$ cat src/rtl/hazard_ctrl_if.sv
// Hazard controller signal bundle between the pipeline datapath
// and the hazard unit.
interface hazard_ctrl_if;
    logic [4:0]  rsD;
    logic [4:0]  rtD;
    logic [4:0]  rsE;
    logic [4:0]  rtE;
    logic        branchD;
    logic        jumpD;
    logic        branchTakenD;
    logic        mdUseD;
    logic        mdStartE;
    logic [4:0]  writeRegE;
    logic [4:0]  writeRegM;
    logic [4:0]  writeRegW;
    logic        Regfile_weE;
    logic        Regfile_weM;
    logic        Regfile_weW;
    logic [1:0]  regSrc_muxE;
    logic [1:0]  regSrc_muxM;
    logic        stallF;
    logic        stallD;
    logic        flushD;
    logic        flushE;
    logic [1:0]  forwardAE;
    logic [1:0]  forwardBE;
    logic        forwardAD;
    logic        forwardBD;
    logic        mdBusy;
    logic [31:0] stallCount;

    modport master (
        output rsD, rtD, rsE, rtE,
        output branchD, jumpD, branchTakenD,
        output mdUseD, mdStartE,
        output writeRegE, writeRegM, writeRegW,
        output Regfile_weE, Regfile_weM, Regfile_weW,
        output regSrc_muxE, regSrc_muxM,
        input  stallF, stallD, flushD, flushE,
        input  forwardAE, forwardBE,
        input  forwardAD, forwardBD,
        input  mdBusy, stallCount
    );

    modport slave (
        input  rsD, rtD, rsE, rtE,
        input  branchD, jumpD, branchTakenD,
        input  mdUseD, mdStartE,
        input  writeRegE, writeRegM, writeRegW,
        input  Regfile_weE, Regfile_weM, Regfile_weW,
        input  regSrc_muxE, regSrc_muxM,
        output stallF, stallD, flushD, flushE,
        output forwardAE, forwardBE,
        output forwardAD, forwardBD,
        output mdBusy, stallCount
    );
endinterface

$ cat src/rtl/hazard_ctrl.sv
// Pipeline hazard controller: stalls, flushes, forwarding,
// mult/div busy tracking and a saturating stall-cycle counter.
module hazard_ctrl #(
    parameter int         MD_LATENCY = 4,
    parameter logic [1:0] LOAD_SRC   = 2'b01
) (
    input  logic clk,
    input  logic rst,
    hazard_ctrl_if.slave hif
);

    typedef enum logic {
        IDLE = 1'b0,
        BUSY = 1'b1
    } mdState_t;

    mdState_t    state;
    mdState_t    stateNxt;
    logic [3:0]  cnt;
    logic [3:0]  cntNxt;
    logic [31:0] stallCnt;

    logic lwStall;
    logic brStall;
    logic mdStall;
    logic stall;
    logic eHitD;
    logic mLoadHitD;

    // EX operand forwarding, M result wins over W, r0 never forwarded
    always_comb begin
        hif.forwardAE = 2'b00;
        hif.forwardBE = 2'b00;
        if (hif.rsE != 5'd0) begin
            if (hif.Regfile_weM && hif.writeRegM == hif.rsE)
                hif.forwardAE = 2'b10;
            else if (hif.Regfile_weW && hif.writeRegW == hif.rsE)
                hif.forwardAE = 2'b01;
        end
        if (hif.rtE != 5'd0) begin
            if (hif.Regfile_weM && hif.writeRegM == hif.rtE)
                hif.forwardBE = 2'b10;
            else if (hif.Regfile_weW && hif.writeRegW == hif.rtE)
                hif.forwardBE = 2'b01;
        end
    end

    // ID comparator forwarding from the M ALU result
    always_comb begin
        hif.forwardAD = hif.Regfile_weM && hif.rsD != 5'd0
                        && hif.writeRegM == hif.rsD;
        hif.forwardBD = hif.Regfile_weM && hif.rtD != 5'd0
                        && hif.writeRegM == hif.rtD;
    end

    // stall sources, ORed into one hold/bubble signal
    always_comb begin
        eHitD = hif.Regfile_weE && hif.writeRegE != 5'd0
                && (hif.writeRegE == hif.rsD
                    || hif.writeRegE == hif.rtD);
        mLoadHitD = hif.Regfile_weM
                    && hif.regSrc_muxM == LOAD_SRC
                    && hif.writeRegM != 5'd0
                    && (hif.writeRegM == hif.rsD
                        || hif.writeRegM == hif.rtD);
        lwStall = eHitD && hif.regSrc_muxE == LOAD_SRC;
        brStall = hif.branchD && (eHitD || mLoadHitD);
        mdStall = hif.mdUseD && (hif.mdBusy || hif.mdStartE);
        stall   = lwStall | brStall | mdStall;
    end

    // stall/flush outputs; a stalled redirect waits for its operands
    always_comb begin
        hif.stallF = stall;
        hif.stallD = stall;
        hif.flushE = stall;
        hif.flushD = ((hif.branchD && hif.branchTakenD)
                      || hif.jumpD) && !stall;
    end

    // mult/div busy FSM state and down-counter
    always_ff @(posedge clk or negedge rst) begin
        if (!rst) begin
            state <= IDLE;
            cnt   <= 4'd0;
        end else begin
            state <= stateNxt;
            cnt   <= cntNxt;
        end
    end

    // mult/div next state; an issue while busy is ignored
    always_comb begin
        stateNxt = state;
        cntNxt   = cnt;
        unique case (state)
            IDLE: begin
                if (hif.mdStartE) begin
                    stateNxt = BUSY;
                    cntNxt   = 4'(MD_LATENCY - 1);
                end
            end
            BUSY: begin
                cntNxt = cnt - 4'd1;
                if (cnt == 4'd1)
                    stateNxt = IDLE;
            end
            default: begin
                stateNxt = IDLE;
                cntNxt   = 4'd0;
            end
        endcase
    end

    // busy flag straight from the state so reset drops it at once
    always_comb begin
        hif.mdBusy = (state == BUSY);
    end

    // saturating count of stalled cycles
    always_ff @(posedge clk or negedge rst) begin
        if (!rst)
            stallCnt <= 32'd0;
        else if (stall && stallCnt != 32'hFFFF_FFFF)
            stallCnt <= stallCnt + 32'd1;
    end

    // counter export
    always_comb begin
        hif.stallCount = stallCnt;
    end

endmodule

$ cat src/flat_wrapper.sv
// flat-port wrapper written by rule: the top's interface ports become plain ports
module hazard_ctrl_flat 
#(
    parameter int         MD_LATENCY = 4,
    parameter logic [1:0] LOAD_SRC   = 2'b01
)
  (clk, rst, hif_rsD, hif_rtD, hif_rsE, hif_rtE, hif_branchD, hif_jumpD, hif_branchTakenD, hif_mdUseD, hif_mdStartE, hif_writeRegE, hif_writeRegM, hif_writeRegW, hif_Regfile_weE, hif_Regfile_weM, hif_Regfile_weW, hif_regSrc_muxE, hif_regSrc_muxM, hif_stallF, hif_stallD, hif_flushD, hif_flushE, hif_forwardAE, hif_forwardBE, hif_forwardAD, hif_forwardBD, hif_mdBusy, hif_stallCount);
  hazard_ctrl_if hif_i ();
  input  logic clk;
  input  logic rst;
  input wire logic [$bits(hif_i.rsD)-1:0] hif_rsD;
  input wire logic [$bits(hif_i.rtD)-1:0] hif_rtD;
  input wire logic [$bits(hif_i.rsE)-1:0] hif_rsE;
  input wire logic [$bits(hif_i.rtE)-1:0] hif_rtE;
  input wire logic [$bits(hif_i.branchD)-1:0] hif_branchD;
  input wire logic [$bits(hif_i.jumpD)-1:0] hif_jumpD;
  input wire logic [$bits(hif_i.branchTakenD)-1:0] hif_branchTakenD;
  input wire logic [$bits(hif_i.mdUseD)-1:0] hif_mdUseD;
  input wire logic [$bits(hif_i.mdStartE)-1:0] hif_mdStartE;
  input wire logic [$bits(hif_i.writeRegE)-1:0] hif_writeRegE;
  input wire logic [$bits(hif_i.writeRegM)-1:0] hif_writeRegM;
  input wire logic [$bits(hif_i.writeRegW)-1:0] hif_writeRegW;
  input wire logic [$bits(hif_i.Regfile_weE)-1:0] hif_Regfile_weE;
  input wire logic [$bits(hif_i.Regfile_weM)-1:0] hif_Regfile_weM;
  input wire logic [$bits(hif_i.Regfile_weW)-1:0] hif_Regfile_weW;
  input wire logic [$bits(hif_i.regSrc_muxE)-1:0] hif_regSrc_muxE;
  input wire logic [$bits(hif_i.regSrc_muxM)-1:0] hif_regSrc_muxM;
  output wire logic [$bits(hif_i.stallF)-1:0] hif_stallF;
  output wire logic [$bits(hif_i.stallD)-1:0] hif_stallD;
  output wire logic [$bits(hif_i.flushD)-1:0] hif_flushD;
  output wire logic [$bits(hif_i.flushE)-1:0] hif_flushE;
  output wire logic [$bits(hif_i.forwardAE)-1:0] hif_forwardAE;
  output wire logic [$bits(hif_i.forwardBE)-1:0] hif_forwardBE;
  output wire logic [$bits(hif_i.forwardAD)-1:0] hif_forwardAD;
  output wire logic [$bits(hif_i.forwardBD)-1:0] hif_forwardBD;
  output wire logic [$bits(hif_i.mdBusy)-1:0] hif_mdBusy;
  output wire logic [$bits(hif_i.stallCount)-1:0] hif_stallCount;
  assign hif_i.rsD = hif_rsD;
  assign hif_i.rtD = hif_rtD;
  assign hif_i.rsE = hif_rsE;
  assign hif_i.rtE = hif_rtE;
  assign hif_i.branchD = hif_branchD;
  assign hif_i.jumpD = hif_jumpD;
  assign hif_i.branchTakenD = hif_branchTakenD;
  assign hif_i.mdUseD = hif_mdUseD;
  assign hif_i.mdStartE = hif_mdStartE;
  assign hif_i.writeRegE = hif_writeRegE;
  assign hif_i.writeRegM = hif_writeRegM;
  assign hif_i.writeRegW = hif_writeRegW;
  assign hif_i.Regfile_weE = hif_Regfile_weE;
  assign hif_i.Regfile_weM = hif_Regfile_weM;
  assign hif_i.Regfile_weW = hif_Regfile_weW;
  assign hif_i.regSrc_muxE = hif_regSrc_muxE;
  assign hif_i.regSrc_muxM = hif_regSrc_muxM;
  assign hif_stallF = hif_i.stallF;
  assign hif_stallD = hif_i.stallD;
  assign hif_flushD = hif_i.flushD;
  assign hif_flushE = hif_i.flushE;
  assign hif_forwardAE = hif_i.forwardAE;
  assign hif_forwardBE = hif_i.forwardBE;
  assign hif_forwardAD = hif_i.forwardAD;
  assign hif_forwardBD = hif_i.forwardBD;
  assign hif_mdBusy = hif_i.mdBusy;
  assign hif_stallCount = hif_i.stallCount;
  hazard_ctrl #(.MD_LATENCY(MD_LATENCY), .LOAD_SRC(LOAD_SRC)) u_core (.clk(clk), .rst(rst), .hif(hif_i));
endmodule
$ cat config.mk
export PLATFORM = sky130hd
export DESIGN_NAME = hazard_ctrl_flat
export DESIGN_NICKNAME = d
export VERILOG_FILES = /design/src/rtl/hazard_ctrl_if.sv /design/src/rtl/hazard_ctrl.sv /design/src/flat_wrapper.sv
export SDC_FILE = /design/constraint.sdc
export NUM_CORES = 1
export LEC_CHECK = 0
export CORE_MARGIN = 1.5
export CORE_UTILIZATION = 45
export DETAILED_ROUTE_END_ITERATION = 8
export PLACE_DENSITY_LB_ADDON = 0.25
export RECOVER_POWER = 50
export SLEW_MARGIN = 20
export SYNTH_ARGS = -nofsm -noshare
export SYNTH_HDL_FRONTEND = slang
export SYNTH_SLANG_ARGS = --single-unit
$ cat constraint.sdc
create_clock -name clk -period 2.4 [get_ports clk]
set_input_delay 0.36 -clock clk [delete_from_list [all_inputs] [get_ports clk]]
set_output_delay 0.36 -clock clk [all_outputs]
set_load 0.005 [all_outputs]
==> key figures <==
Layout
  • Area Growth Syn to Fin: 58.3%
  • Multi-input logic area: 1550 sq um
  • Fill cells: 397
  • Nets: 453
  • FF/Latch Area: 926 sq um
  • Layout cells sized above 1: 20.9%
  • Diode count: 0

CTS
  • Clock latency on the worst-skew pair: 300 ps
  • H-tree level count: 2
  • Max clock buf depth: 2
  • CTS Sinks: 37
  • Reg clk slew, reported paths: 70 ps
  • TritonCTS clock tree: done
  • CTS Root Cell: clkbuf_8
  • Hold_buf cts: 0
  • Total CTS buffers: 5

Floorplan
  • Starting Density: 47.7%
  • I/O Pins: 92
  • Die ar.: 5970 sq um
  • Core area: 5200 sq um
  • # rows: 26
  • Die height: 77.3 microns
  • Die W: 77.3 microns

Min path
  • Hold path startpoint: u_core.hif.stallCount[30]
  • Hold Crit Endpoint: u_core.hif.stallCount[30]
  • Worst Hold Depth: 1
  • HP Class: reg2reg

STA
  • WHS: 488 ps
  • Max_slew headroom: 41.7%
  • Max Freq: 418 MHz
  • Worst Tran Pin Value: 875 ps
  • Period utilisation layout: 99.6%
  • Setup violation total in the final timing report: 0
  • Clock period minus worst slack: 2390 ps
  • RSZ-0062 raised after global routing: yes
  • Final Skew: 5.43 ps
  • Final hold vios: 0
  • Slew Viols, Final: 0

Power
  • Power per cell area: 578 nW/um^2
  • Worst ir drop on vdd: 0.506 mV
  • P_leak: 1.85 nW
  • Power Total: 2.27 mW

Yosys
  • Top cell type's share of synthesized area: 37.3%
  • Syn nets: 323
  • Register area share after synthesis: 37.3%
  • Cells after synthesis: 271
  • Mean post-synth cell area: 9.16 sq um
  • Post-synthesis register bit count: 37
  • Distinct cells, synth: 39
  • Mapped cell area: 2480 sq um
  • Synth top area cells: dfrtp_1 37%, xor2_1 19%, xnor2_1 5.6%
  • EDFF count, synth: 0
  • Cell taking the most area after synthesis: dfrtp_1
  • Yosys warning total: 0
  • Async S/R FF share, synth: 100%
  • Post-synth top flop: dfrtp_1

Detailed routing
  • Topmost layer with routed signal wires: met4
  • DR pass1 iterations: 4
  • Drt total wl: 7.59 mm
  • DR WL/cell: 16.1 microns
  • DRC Markers: 0
  • Initial DRC count: 100
  • Antenna Nets Post-Route: 0
  • Metal3 WL: 548 microns
  • Vias per inst: 5.45
  • WL met1: 3.27 mm
  • Via Count: 2572
  • Met2 WL post-DR: 3.64 mm

GRT
  • Largest net degree at the start of global routing: 38
  • Global route overflow: 0
  • Initial antenna violation count: 0
  • First-pass GRT wire length: 12.4 mm
  • GR Util All Layers: 25.9%
  • Vias in the first global route: 2555

Placement
  • Dpl hpwl: 5.49 mm
  • Buffers added on ports: 91
  • RePlAce Congestion: 0.895

Worst setup path
  • CP required: 2040 ps
  • Crit path launch type: input pin
  • Critical path class: in2out
  • Reg2reg end: u_core.hif.stallCount[30]
  • CP Data Arrival Time: 2030 ps
  • Reg-to-reg critical path startpoint: u_core.hif.stallCount[13]
  • Crit. End Element: primary output
  • R2R depth: 6
  • Max Fanout on Critical Path: 3
  • Reg2Reg Setup Slack: 120 ps

Status
  • Status: completed

Job
  • Max Cap Viol: 0
[stage by stage]
step	area, sq um	worst slack, ps	utilization, %	setup TNS, ps	cells
after floorplan	2480	196	-	0	271
after CTS	3870	3.79	74.4	0	471
final	3930	10.0	75.6	0	472
after global routing	3930	-87.4	75.6	-159	472
after global placement	3720	-446	71.4	-11420	458
after detailed placement	3720	-533	71.4	-14280	458
[flip-flops by register name, summed over array words and instances (netlist names)]
register	flops
u_core.cnt	4
u_core.hif.mdBusy	1
u_core.hif.stallCount	32
[worst max-delay path by stage]
stage | start | end | slack [ps] | cells past startpoint
floorplan | hif_writeRegM[2] | u_core.hif.stallCount[1] | 200 | 9
global placement | hif_writeRegM[3] | hif_stallF | -450 | 9
detailed placement | hif_writeRegM[3] | hif_stallD | -530 | 9
CTS | hif_rsE[3] | hif_forwardAE[1] | 4 | 6
global route | hif_writeRegM[4] | hif_forwardAD | -90 | 11
finish | hif_writeRegM[4] | hif_forwardAD | 10 | 11
[cells by family after synthesis]
kind of cell	after synthesis	synth area share, %
AOI/OAI and AO/OA	14	3.28
xor gates and xnor gates	69	24.3
adders and majority gates	3	1.51
buffers and inverters	21	4.08
DFF	37	37.3
muxes	2	0.907
and+or+nand+nor	125	28.6
[power breakdown]
| part | internal (mW) | switching (mW) |
|---|---|---|
| registers | 0.754 | 0.131 |
| logic | 0.460 | 0.366 |
| clock network | 0.339 | 0.223 |
[worst max-delay path: stages]
cell and delay (ps):
dlygate4sd2_1 280, xor2_1 180, nor3_2 170, nand3_1 130, buf_4 160, buf_4 120, buf_4 120, buf_4 120
buf_4 130, nor2_2 130, buf_2 130
[routing by layer]
layer | global-route usage, % | up-vias
li1 | - | 1212
met1 | 33.3 | 1223
met2 | 43.1 | 122
met3 | 5.60 | 15
met4 | 8.91 | 0
met5 | 0 | -
[synth_stat cells, types with 2 or more instances]
library cell and n:
nor3_1 20, ha_1 3, and4_1 2, xor2_1 53
inv_1 6, a21oi_1 6, nor3b_1 2, dfrtp_1 37
nand2_1 17, buf_4 3, nand3_1 14, mux2_2 2
xnor2_1 16, clkbuf_1 7, nand4_1 8, buf_2 3
nor2b_1 3, or3_1 3, and3_1 7, o21ai_0 4
or4_1 4, or2_2 2, nor2_1 16, nor4_1 14
nor4b_1 5
[cell type report]
class                      instances  area share [%]
clock inverter                     1           0.764
inverter                           6           0.573
timing repair buffer             138            31.4
multi-input combinational        213            39.3
clock buffer                       7            2.20
sequential                        37            23.5
tap                               70            2.23
[cell usage in the layout, fill, tap and decap left out, drive strengths merged, types with 6 or more instances in the layout]
| cell type | netlist | routed |
|---|---|---|
| xor2 | 53 | 53 |
| buf | 8 | 46 |
| clkdlybuf4s50 | 0 | 41 |
| dfrtp | 37 | 37 |
| dlygate4sd2 | 0 | 22 |
| nor3 | 21 | 21 |
| nand2 | 17 | 17 |
| dlygate4sd3 | 0 | 17 |
| nor2 | 17 | 17 |
| xnor2 | 16 | 16 |
| nand3 | 14 | 14 |
| nor4 | 14 | 14 |
| clkbuf | 7 | 11 |
| nand4 | 9 | 9 |
| and3 | 7 | 7 |
| dlymetal6s2s | 0 | 6 |
| inv | 6 | 6 |
| a21oi | 6 | 6 |
[repair_timing]
action	CTS	global route
endpoints found under the setup margin	30	15
setup buffers	5	1
pin swaps	10	9
gates resized for setup	38	23
Power figures use the tool's default switching activity.
